--- config.mk ---
export PLATFORM = sky130hd
export DESIGN_NAME = mem_port_arbiter
export DESIGN_NICKNAME = d
export VERILOG_FILES = /design/src/rtl/mem_port_arbiter.sv
export SDC_FILE = /design/constraint.sdc
export NUM_CORES = 1
export LEC_CHECK = 0
export CELL_PAD_IN_SITES_DETAIL_PLACEMENT = 1
export CELL_PAD_IN_SITES_GLOBAL_PLACEMENT = 1
export CORE_UTILIZATION = 10
export CTS_CLUSTER_DIAMETER = 30
export CTS_CLUSTER_SIZE = 20
export DETAILED_ROUTE_END_ITERATION = 8
export GPL_ROUTABILITY_DRIVEN = 0
export PLACE_DENSITY = 0.83
export SKIP_CTS_REPAIR_TIMING = 1
export SLEW_MARGIN = 0
export SYNTH_ARGS = -nofsm -noshare
export SYNTH_HDL_FRONTEND = slang
export SYNTH_SLANG_ARGS = --single-unit
--- constraint.sdc ---
create_clock -name clk -period 1.89 [get_ports clk]
set_input_delay 0.189 -clock clk [delete_from_list [all_inputs] [get_ports clk]]
set_output_delay 0.189 -clock clk [all_outputs]
set_load 0.05 [all_outputs]
--- src/rtl/mem_port_arbiter.sv ---
// Arbiter that shares the unified memory between the core and the EXT loader/debug port.
// Round-robin tie-break, one outstanding read, and read data is routed back to the requester that issued it.
module mem_port_arbiter #(
  parameter int ADDR_W  = 32,
  parameter int DATA_W  = 32,
  parameter int MEM_LAT = 1
) (
  input  logic              clk,
  input  logic              rst,
  input  logic              core_req,
  input  logic              core_we,
  input  logic [ADDR_W-1:0] core_addr,
  input  logic [DATA_W-1:0] core_wdata,
  output logic              core_gnt,
  output logic              core_rvalid,
  output logic [DATA_W-1:0] core_rdata,
  output logic              core_stall,
  input  logic              ext_req,
  input  logic              ext_we,
  input  logic [ADDR_W-1:0] ext_addr,
  input  logic [DATA_W-1:0] ext_wdata,
  output logic              ext_gnt,
  output logic              ext_rvalid,
  output logic [DATA_W-1:0] ext_rdata,
  output logic              mem_en,
  output logic              mem_we,
  output logic [ADDR_W-1:0] mem_addr,
  output logic [DATA_W-1:0] mem_wdata,
  input  logic [DATA_W-1:0] mem_rdata
);
  // state   | meaning
  // IDLE    | no read outstanding
  // RD_WAIT | one read outstanding, lat_cnt cycles left (return cycle at lat_cnt==1)

  localparam logic CORE = 1'b0;
  localparam logic EXT  = 1'b1;

  typedef enum logic {IDLE, RD_WAIT} state_t;

  state_t     state, state_n;
  logic [2:0] lat_cnt, lat_n;
  logic       rd_owner, owner_n;
  logic       last_win, last_win_n;
  logic       ret, grant, win, win_we;

  if (MEM_LAT < 1 || MEM_LAT > 4) begin : g_bad_lat
    $error("mem_port_arbiter: MEM_LAT must be in 1..4");
  end

  always_ff @(posedge clk) begin
    if (rst) begin
      state    <= IDLE;
      lat_cnt  <= 3'd0;
      rd_owner <= CORE;
      last_win <= EXT;
    end else begin
      state    <= state_n;
      lat_cnt  <= lat_n;
      rd_owner <= owner_n;
      last_win <= last_win_n;
    end
  end

  always_comb begin
    ret   = (state == RD_WAIT) && (lat_cnt == 3'd1);
    // The return cycle frees the port, so a new access can be granted back-to-back.
    grant = !rst && ((state == IDLE) || ret) && (core_req || ext_req);
    if (core_req && ext_req) win = ~last_win;
    else                     win = ext_req ? EXT : CORE;
    win_we = (win == EXT) ? ext_we : core_we;

    core_gnt  = grant && (win == CORE);
    ext_gnt   = grant && (win == EXT);
    mem_en    = grant;
    mem_we    = grant && win_we;
    mem_addr  = ext_gnt ? ext_addr  : core_addr;
    mem_wdata = ext_gnt ? ext_wdata : core_wdata;

    core_rvalid = !rst && ret && (rd_owner == CORE);
    ext_rvalid  = !rst && ret && (rd_owner == EXT);
    core_rdata  = core_rvalid ? mem_rdata : '0;
    ext_rdata   = ext_rvalid  ? mem_rdata : '0;
    core_stall  = !rst && ((core_req && !core_gnt) ||
                           ((state == RD_WAIT) && (rd_owner == CORE) && !core_rvalid));

    state_n    = state;
    lat_n      = lat_cnt;
    owner_n    = rd_owner;
    last_win_n = last_win;
    if (state == RD_WAIT) begin
      if (ret) begin
        state_n = IDLE;
        lat_n   = 3'd0;
      end else begin
        lat_n = lat_cnt - 3'd1;
      end
    end
    if (grant) begin
      last_win_n = win;
      if (!win_we) begin
        state_n = RD_WAIT;
        lat_n   = 3'(MEM_LAT);
        owner_n = win;
      end
    end
  end
endmodule

==> run_results.csv <==
group,metric,value,unit
synth,muxShareOfSynthArea,45.5,%
pwr,p_per_area,382,nW/µm²
floorplanning,core_area,15400,µm²
place,dp_slack,-0.400,ns
timing,setup_viol,97,
synth,yosys.area_share.simple,33.3,%
routing,ant_nets,0,
global_routing,grt_use_total,15.3,%
critical_path,crit_family,"buffers and inverters",
synth,synth_cell_types,28,
critical_path,cpMostUsedCell,"buf_6",
run_status,violations,"negative setup slack",
synth,synth-compound-area-share,5.30,%
critical_path,crit_type,"reg2out",
routing,drt_iter0_markers,62,
floorplanning,initial_core_util,10.4,%
final_layout,layout_commonest_cell,"clkdlybuf4s50_1",
timing,layout_setup_ws,-0.400,ns
place,portBuffers,300,
critical_path,cpPeakStageDelay,0.32,ns
worst_hold_path,worstHoldPathType,"in2reg",
place,dp_hpwl,11700,µm
global_routing,antenna_found_initial,1,
place,dp_cells,707,
clock_network,cts_buffers,3,
pwr,p_total,2.50,mW
global_routing,grt-ovfl-total,0,
routing,viasPerCell,3.91,
floorplanning,fp.dieW,129,µm
pwr,total_leakage_power,2.78,nW
synth,yosys_warnings,0,
final_layout,seqCellArea,121,µm²
synth,synth-adder-area-share,1.56,%
critical_path,critical_path_buf_inv_count,5,
critical_path,end_kind,"primary output",
floorplanning,die_h,129,µm
critical_path,cp.required,1.70,ns
clock_network,cts_tree,"yes",
timing,rsz0062_at_grt,"yes",
synth,synth_top_area_cell,"mux2_1",
routing,first_pass_iters,4,
synth,synthXorXnorAreaFrac,0,%
synth,synth_area,1610,µm²
final_layout,nets,688,
final_layout,final_cells,730,
clock_network,cts_sinks,6,
final_layout,layout_common_cells,"clkdlybuf4s50_1 (164), buf_12 (77), and2_4 (65), mux2_4 (56), buf_4 (41)",
timing,clock_skew,0.00175,ns
synth,synthCells,191,
routing,wl_per_cell,21.5,µm
timing,tightestPinTransition,0.304,ns
run_status,status,"finished, violations left",
timing,fin_crit,2.29,ns
critical_path,crit_slowest_cell,"mux2_4",
critical_path,path_max_fanout,5,
final_layout,multi_input_area,1820,µm²
synth,synth_top_area_share,44.9,%
timing,min_period_over_period,121,%
global_routing,grt_pass1_wl,18700,µm
routing,vias,2851,
routing,wl,15700,µm
floorplanning,rows,45,
clock_network,clock_latency,0.23,ns
timing,slew_headroom,79.2,%
critical_path,startpoint_type,"register",
synth,yosysSeqAreaShare,7.48,%
global_routing,grt_max_degree,47,
final_layout,fill_cells,1647,
critical_path,worst_ep_arrival_time,2.10,ns
synth,synth.area.top_cells,"mux2_1 (45%), and2_1 (25%), dfxtp_1 (7.5%)",
clock_network,cts_root_buf,"clkbuf_16",
timing,slew_viol_final,0,
final_layout,area_growth,308,%
critical_path,path_cells,"inv_2, ha_4, nand2b_4, and2_4, nor3b_4, buf_6, buf_8, clkbuf_16, mux2_4, buf_6",
synth,syn_area_per_cell,8.41,µm²
synth,syn_nets,359,
floorplanning,die_area,16600,µm²
timing,clock.fmax,0.437,GHz
clock_network,h-tree-depth,1,
final_layout,final_util,42.5,%
global_routing,grt_pass1_vias,3124,
routing,drc,0,
final_layout,drive_gt1_share,61.6,%
synth,synth_seq_cells,6,
timing,hold_viol,0,
floorplanning,boundaryPins,301,
clock_network,clkTransAtPathRegs,0.03,ns
timing,hold_ws,0.548,ns
synth,synth_top_family_by_area,"multiplexers",
run,maxCapViolCount,0,
pwr,ir_drop,217,µV
clock_network,clock_path_buffers,2,
-- Yosys cell counts --
cell type / n
dfxtp_1: 6
mux2i_1: 1
buf_2: 1
o22a_1: 1
nand3b_1: 1
nor2b_1: 3
nand2_1: 4
inv_1: 4
nand2b_1: 1
a2bb2oi_1: 1
and2_4: 1
a21oi_1: 2
o21ai_0: 4
o21a_1: 1
buf_6: 5
mux2_1: 64
nand2b_4: 1
nor3_1: 3
clkbuf_1: 7
ha_1: 2
nor3b_2: 1
a221o_1: 1
nor2_1: 7
buf_4: 1
and2_1: 65
a211o_1: 1
nand3_1: 1
a21boi_2: 1
-- routing by layer --
layer	vias up	GRT usage (%)	routed length, µm
met4	0	1.45	113
met1	1335	15.5	5490
li1	1308	-	-
met5	-	0	0
met2	199	29.4	8320
met3	9	6.82	1750
-- cell families (layout without fill, tap and decap cells) --
group | Yosys count | count (layout)
mux | 65 | 65
flops | 6 | 6
compound gates | 12 | 12
simple gates | 88 | 88
fa+ha+maj | 2 | 2
buf+inv | 18 | 345
other cells | 0 | 1
-- layout make-up --
class | instances | area share, %
sequential | 6 | 1.85
antenna | 1 | 0.0382
clock buffer | 3 | 1.15
timing repair buffer | 338 | 65.0
multi-input combinational | 167 | 27.7
inverter | 4 | 0.229
tap | 211 | 4.03
-- power by group --
group | switching (mW) | internal [mW]
clock | 0.0788 | 0.272
combinational | 0.985 | 1.01
sequential | 0.0132 | 0.145
-- worst min-delay path, stage by stage --
cell and delay [ns]:
dlymetal6s2s_1 0.16, buf_4 0.15, buf_4 0.16, nor3_1 0.06
-- path summary, 6_finish.rpt --
check | start | to | slack (ns) | cells after the start
worst min register to register | last_win | last_win | 0.58 | 1
worst max register to register | lat_cnt[1] | lat_cnt[2] | 0.33 | 8
worst min-delay path | rst | lat_cnt[1] | 0.55 | 4
worst max-delay path | lat_cnt[1] | mem_wdata[14] | -0.40 | 10
-- state kept, by name, summed over array words and instances, names as in the netlist --
signal and flops:
last_win 1, lat_cnt 3, rd_owner 1, state 1
-- through the flow --
step / instance area, µm² / setup TNS (ns)
detailed placement: 5730 / -29.34
CTS: 5800 / -37.77
finish: 6560 / -23.40
global route: 6550 / -30.67
floorplan: 1820 / 0
global placement: 5730 / -21.33
Power figures use the tool's default switching activity.
==> RTL change, RTL diff (config.mk and constraints unchanged) <==
Make the reset (`rst`) asynchronous in one clocked block.
--- a/src/rtl/mem_port_arbiter.sv
+++ b/src/rtl/mem_port_arbiter.sv
@@ -49,3 +49,3 @@
 
-  always_ff @(posedge clk) begin
+  always_ff @(posedge clk or posedge rst) begin
     if (rst) begin
Behaviour: no difference found for any inputs over 10 cycles, from zero or initial values and one cycle with rst high; that may be too few to reach the edited logic, so the function may still have changed.
==> RTL change against the unedited design <==
The run still ends with setup timing left. Maximum frequency down 5.9%. Combinational power up 84%. Setup slack worse by 0.14 ns. Sequential power up 51%. Sequential cell count unchanged. Area after synthesis up 12%. Critical path depth down 1. Final area about the same. Register-to-register slack worse by 0.10 ns. Routed wire length down 6.7%. Total power up 71%.
==> RTL change: results (changes against the unedited design) <==
STATUS
--------------------------------------------------------------------------------
Run status                                                          finished with violations
Failing checks                                                      setup timing

FINAL LAYOUT
--------------------------------------------------------------------------------
Ratio of cells with drive above 1 in the final layout                     0.6236   +0.007722
Final Instance Count excl. Fillers                                           743   +1.8%

CRITICAL PATH
--------------------------------------------------------------------------------
Delay of the slowest cell on the worst path                              0.38 ns   +0.06 ns
Crit Path Max Fanout                                                          20   +15
Cell type of the slowest stage on the worst timing path                   mux2_2

SYNTH
--------------------------------------------------------------------------------
Async set or reset register ratio after synthesis                          1.000   +1.000
Number of nets produced by synthesis                                         352   -1.9%
Summed instance area of the synthesized netlist                         1797 um2   +12%
Sequential share of the synthesized area                                 0.08426   +0.009495
Flip-flop cell with the highest count after synthesis                    dfrtp_1
Synthesized instance count                                                   184   -3.7%

STA
--------------------------------------------------------------------------------
Worst path setup slack after routing                                  -0.5436 ns   -0.1435 ns
Worst clock skew on the final layout                                 0.003115 ns   +0.001367 ns
Relative max-transition margin                                            0.7529   -0.03891
Setup violators final                                                        132   +36%

ROUTE
--------------------------------------------------------------------------------
Starting DRC count in detailed routing                                        54   -13%
Post-Route WL                                                           14.62 mm   -6.7%
Number of iterations in the first detailed-routing pass                        2   -2
Number of vias per cell after detailed routing                             3.766   -3.6%

GLOBAL ROUTING
--------------------------------------------------------------------------------
Number of antenna violations at the first check in global routing              0   -1
Via count of the first global-routing pass                                  2951   -5.5%
Overall global routing resource usage                                     0.1279   -0.02472
Pin count of the biggest net entering global routing                          34   -28%

POWER AND IR DROP
--------------------------------------------------------------------------------
Part of the power in combinational logic                                   0.860   +0.063
Leak                                                                    2.816 nW   +1.4%
P_seq                                                                   0.239 mW   +51%
Cell area power density                                             652.1 nW/um2   +71%
Cell-internal power                                                     2.280 mW   +60%
VDD IR max                                                             0.4267 mV   +97%

PLACEMENT
--------------------------------------------------------------------------------
Post-placement cell area                                                5919 um2   +3.4%
Number of placed instances with taps included                                723   +2.3%
Post-detailed-placement half-perimeter wirelength                       11.60 mm   -0.47%

WORST HOLD PATH
--------------------------------------------------------------------------------
HP Class                                                                in2async

RTL change: changes by cell type in the layout (fill, tap and decap cells not counted), sizes merged, moves of 2 or more:
cell	change
a21boi	+2
dfrtp	+5
nor2b	-3
nor4b	+2
nor3	-2
o21ai	-2
nand2	+2
buf	+6
dfxtp	-6
nor2	-2
RTL change: final cells by class:
class                           count  area [um2]
Clock buffer                        4       78.83
Fill cell                        1878       10860
Inverter                            5       18.77
Multi-Input combinational cell    160        1793
Sequential cell                     6       151.4
Tap cell                          225       281.5
Timing Repair Buffer              343        4229
RTL change: cells by family (layout without fill, tap and decap cells):
logic type                 count (synthesis)  in the layout  synth area share
muxes                                     65             65            0.4903
DFF                                        6              6           0.08426
AOI/OAI and AO/OA                         12             12           0.04945
and+or+nand+nor                           81             81            0.2765
adders and majority gates                  2              2           0.01393
buffers and inverters                     18            352           0.08565
RTL change: final timing paths:
check	start	to	slack, ns	cells after the start
max in group asynchronous	rst	last_win$_DFFE_PP1P_	1.17	3
worst max register to register	lat_cnt[1]$_DFF_PP0_	lat_cnt[1]$_DFF_PP0_	0.23	8
worst min register to register	last_win$_DFFE_PP1P_	last_win$_DFFE_PP1P_	0.52	1
min in group clk	last_win$_DFFE_PP1P_	last_win$_DFFE_PP1P_	0.52	1
worst min-delay path	rst	lat_cnt[0]$_DFF_PP0_	0.51	3
worst max-delay path	lat_cnt[1]$_DFF_PP0_	mem_addr[3]	-0.54	9
RTL change: per-layer routing:
layer / up-vias / routed length, um / GRT usage
li1: 1298 / - / -
met5: - / 0 / 0
met1: 1318 / 5259 / 0.1354
met3: 4 / 1638 / 0.04512
met2: 178 / 7649 / 0.2459
met4: 0 / 72 / 0.01481
